[src/rtl/uart_tx_arbiter.sv]
// uart_tx_arbiter: two-requester round-robin arbiter that feeds one UART transmitter through a txif handshake. Optional watchdog under UART_ARB_TIMEOUT_EN.
module uart_tx_arbiter #(
  parameter int TO_WIDTH = 20
) (
  input  logic        clk,
  input  logic        reset,
  input  logic        req0_valid,
  input  logic        req1_valid,
  input  logic [31:0] req0_data,
  input  logic [31:0] req1_data,
  input  logic [1:0]  req0_ctrl,
  input  logic [1:0]  req1_ctrl,
  output logic        req0_ready,
  output logic        req1_ready,
  input  logic        txif,
  output logic        tx_enable,
  output logic [31:0] tx_data,
  output logic [1:0]  tx_control,
  output logic [1:0]  grant,
  output logic        busy
`ifdef UART_ARB_TIMEOUT_EN
  ,
  output logic        err,
  input  logic        err_clr
`endif
);
  typedef enum logic [1:0] {IDLE, ISSUE, WAIT_LOW, WAIT_HIGH} state_t;
  state_t state;
  logic   last;
  logic   pick1;
  logic   accept;
  logic   timeout;
  if (TO_WIDTH < 2) begin : g_width_check
    $error("TO_WIDTH must be at least 2");
  end
  // Arbitration is combinational so the winner's ready pulses in the accept cycle; a tie goes to whoever was not granted last.
  always_comb begin
    pick1  = req1_valid & (~req0_valid | ~last);
    accept = ~reset & (state == IDLE) & txif & (req0_valid | req1_valid);
  end
  assign req0_ready = accept & ~pick1;
  assign req1_ready = accept & pick1;
  assign busy       = state != IDLE;
`ifdef UART_ARB_TIMEOUT_EN
  localparam logic [TO_WIDTH-1:0] LIM = {TO_WIDTH{1'b1}} - TO_WIDTH'(1);
  logic [TO_WIDTH-1:0] cnt;
  // The watchdog fires on the cycle the counter would reach its all-ones limit while still stuck waiting.
  always_comb timeout = ((state == WAIT_LOW & txif) | (state == WAIT_HIGH & ~txif)) & (cnt == LIM);
  // Counter restarts on entry to each wait state and counts every cycle spent there.
  always_ff @(posedge clk) begin
    if (reset) cnt <= '0;
    else if (state == ISSUE || (state == WAIT_LOW && !txif)) cnt <= '0;
    else if (state == WAIT_LOW || state == WAIT_HIGH) cnt <= cnt + TO_WIDTH'(1);
  end
  // Sticky error flag; a new timeout beats a simultaneous clear.
  always_ff @(posedge clk) begin
    if (reset) err <= 1'b0;
    else if (timeout) err <= 1'b1;
    else if (err_clr) err <= 1'b0;
  end
`else
  assign timeout = 1'b0;
`endif
  // Transfer FSM: accept and latch in IDLE, strobe once in ISSUE, then follow txif low and back high.
  always_ff @(posedge clk) begin
    if (reset) begin
      state      <= IDLE;
      tx_enable  <= 1'b0;
      tx_data    <= '0;
      tx_control <= '0;
      grant      <= '0;
      last       <= 1'b1;
    end else begin
      tx_enable <= accept;
      case (state)
        IDLE: if (accept) begin
          state      <= ISSUE;
          tx_data    <= pick1 ? req1_data : req0_data;
          tx_control <= pick1 ? req1_ctrl : req0_ctrl;
          grant      <= pick1 ? 2'b10 : 2'b01;
          last       <= pick1;
        end
        ISSUE: state <= WAIT_LOW;
        WAIT_LOW: if (timeout) begin
          state <= IDLE;
          grant <= '0;
        end else if (!txif) state <= WAIT_HIGH;
        WAIT_HIGH: if (timeout || txif) begin
          state <= IDLE;
          grant <= '0;
        end
        default: state <= IDLE;
      endcase
    end
  end
endmodule

[config.mk]
export PLATFORM = sky130hd
export DESIGN_NAME = uart_tx_arbiter
export DESIGN_NICKNAME = d
export VERILOG_FILES = /design/src/rtl/uart_tx_arbiter.sv
export SDC_FILE = /design/constraint.sdc
export NUM_CORES = 1
export LEC_CHECK = 0
export ABC_AREA = 1
export CAP_MARGIN = 20
export CORE_ASPECT_RATIO = 1.75
export CORE_MARGIN = 4
export CORE_UTILIZATION = 35
export CTS_BUF_LIST = sky130_fd_sc_hd__clkbuf_2 sky130_fd_sc_hd__clkbuf_4 sky130_fd_sc_hd__clkbuf_8
export DETAILED_ROUTE_END_ITERATION = 12
export PLACE_DENSITY = 0.86
export SLEW_MARGIN = 20
export SYNTH_ARGS = -nofsm -noshare
export SYNTH_HDL_FRONTEND = slang
export SYNTH_SLANG_ARGS = --single-unit
export TNS_END_PERCENT = 5
[constraint.sdc]
create_clock -name clk -period 1.45 [get_ports clk]
set_clock_uncertainty 0.2 [all_clocks]
set_input_delay 0.29 -clock clk [delete_from_list [all_inputs] [get_ports clk]]
set_output_delay 0.29 -clock clk [all_outputs]
set_load 0.05 [all_outputs]
==> results_dict.tcl <==
set metrics [dict create \
    status "finished, violations left" \
    violations "setup timing" \
    grt_overflow 0 \
    period_share_pct 128 \
    r2r_end "grant[0]" \
    die_h_um 107 \
    final_max_slew_viol_count 0 \
    setup_slack_ps -402 \
    max_clock_freq_ghz 0.540 \
    layout.nets 513 \
    cp_max_fo 3 \
    start_util_pct 36.7 \
    hold_viol 0 \
    numCtsBuffers 5 \
    cts_sinks 40 \
    io_pins 113 \
    fin_area_um2 3960 \
    grt_pass1_wl_um 10700 \
    reg2reg_depth 11 \
    wl_um 6910 \
    ys_seq_elements 40 \
    p_int_w 0.00279 \
    io_buffers 112 \
    rows 35 \
    dp.cells 499 \
    place_congestion 0.841 \
    ys_warn_count 0 \
    die_area_um2 6910 \
    avgViaCountPerCell 4.66 \
    hold_path.class "reg -> reg" \
    drc_errors 0 \
    multi_input_area_um2 1130 \
    area_delta_synth_final_pct 102 \
    p_per_area_nw_per_um2 1150 \
    dr.pass1.iters 4 \
    cp-end-kind "primary output" \
    dieWidth_um 64.6 \
    startpoint_type "flop" \
    synth_compound_area_share_pct 10.8 \
    first_iter_violations 81 \
    postRouteAntennaNets 0 \
    clock_latency_ps 280 \
    r2r_slack_ps -170 \
    worstPathRequired_ps 960 \
    period_minus_slack_ps 1850 \
    avgSynthCellArea_um2 6.37 \
    synth_cell_types 17 \
    vias 2383 \
    core-area_um2 5340 \
    final_cell_mix "nand2_1, clkdlybuf4s50_1, buf_12, dfxtp_1, a21oi_1" \
    ir_worst_vdd_mv 1.17 \
    synth-xor-area-share_pct 0 \
    n_antenna_cell 0 \
    rsz0062_at_grt "true" \
    hold_buffers 0 \
    synth_simple_gate_area_share_pct 37.8 \
    r2r-start "state[0]" \
    grt_pass1_vias 2439 \
    endpoint "req0_ready" \
    regArea_um2 805 \
    maxCapViolCount 0 \
    seq_area_frac_synth_pct 40.8 \
    seqPwrFrac_pct 30.7 \
    power.switching_w 0.00175 \
    synth.cell_area_um2 1960 \
    power_frac_comb_pct 54.0 \
    synthesis.nets 384 \
    final_common_cell "nand2_1" \
    synth_top_family_by_area "simple AND/OR/NAND/NOR gates" \
    relSlewSlack_pct 69.7 \
    cts.path.max_buffers 2 \
    crit_arrival_ps 1360 \
    hold_ws_ps 303 \
    wl_per_cell_um 13.5 \
    tightest_slew_ps 455 \
    power.clock.fraction_pct 15.3 \
    cts_tree "done" \
    synthAdderAreaFrac_pct 1.91 \
    synth_cells 308 \
    antenna_found_initial 0 \
    critPathLaunch "state[0]" \
    final_cell_count_no_fill 511 \
    grtUsageTotal_pct 19.6 \
    htree_levels 2 \
    grt_max_degree 35 \
    fill_cells 399 \
    place_hpwl_um 5330 \
    root_buffer "clkbuf_8" \
    netSwitchingFraction_pct 38.6 \
    placed_area_um2 3680 \
    clk_pin_slew_ps 70 \
    crit_type "reg -> out" \
    power.leakage_nw 1.70 \
    synthMuxAreaShare_pct 0 \
    drive_gt1_share_pct 27.0 \
    setup_viol 42 \
]
## how the worst min path moves through the flow
stage / from / endpoint / depth (start not counted)
after floorplan: last / last / 2
after global placement: last / last / 2
after detailed placement: last / last / 2
after CTS: last / last / 2
after global routing: tx_data[8] / tx_data[8] / 2
final: tx_data[20] / tx_data[20] / 2
## stage by stage
step	total power (W)	setup slack, ps	TNS, ps	util [%]
final	0.00454	-402	-5760	74.2
after global routing	0.00479	-485	-9170	74.2
after global placement	0.00359	-466	-17750	68.9
after CTS	0.00447	-475	-6610	71.8
after floorplan	0.00255	-231	-1150	-
after detailed placement	0.00366	-498	-18240	68.9
## cells in the mapped netlist, drive strengths merged
cell	n	area, um^2
nand2	183	687
o21ai	1	5.00
clkinv	3	16.3
nor2	6	22.5
buf	14	101
o31ai	1	7.51
nand3	4	32.5
clkbuf	3	11.3
ha	3	37.5
a21oi	40	200
inv	10	40.0
dfxtp	40	801
## worst max-delay path: stages (launching register included)
cell and delay, ps:
dfxtp_2 340, inv_2 50, ha_4 160, nand2_4 60, inv_4 40, nand3_4 80
clkinv_4 70, nand2_4 60, clkinvlp_4 80, buf_8 150
## flip-flops by register name, summed over array words and instances, names as in the netlist
name / flops
grant: 2
last: 1
state: 2
tx_control: 2
tx_data: 32
tx_enable: 1
## final cells by class
class	instances	area share, %
Timing Repair Buffer	139	45.1
Multi-Input combinational cell	238	28.5
Inverter	13	1.67
Clock buffer	6	1.93
Clock inverter	1	0.126
Tap cell	74	2.34
Sequential cell	40	20.3
## what timing repair did
action / in CTS / in global routing
endpoints found under the setup margin: 41 / 43
pin swaps: 1 / 4
buffers inserted: 3 / 2
resized for setup: 16 / 34
## power groups by stage
stage               combinational, W  sequential (W)  clock, W
floorplan                   0.000805         0.00174         0
CTS                          0.00236         0.00139  0.000725
detailed placement           0.00225         0.00142         0
global route                 0.00262         0.00141  0.000766
global placement             0.00218         0.00140         0
finish                       0.00245         0.00139  0.000695
## kinds of logic after synthesis
| group | count (synthesis) |
|---|---|
| compound gates | 42 |
| fa+ha+maj | 3 |
| simple gates | 193 |
| buf+inv | 30 |
| flops | 40 |
## routing by layer
layer | GRT usage (%) | vias up | routed length [um]
met1 | 18.1 | 1092 | 2290
met4 | 9.23 | 0 | 265
met5 | 0 | - | 0
met3 | 3.98 | 21 | 336
li1 | - | 1198 | -
met2 | 39.1 | 72 | 4020
(Power assumes the default switching activity.)
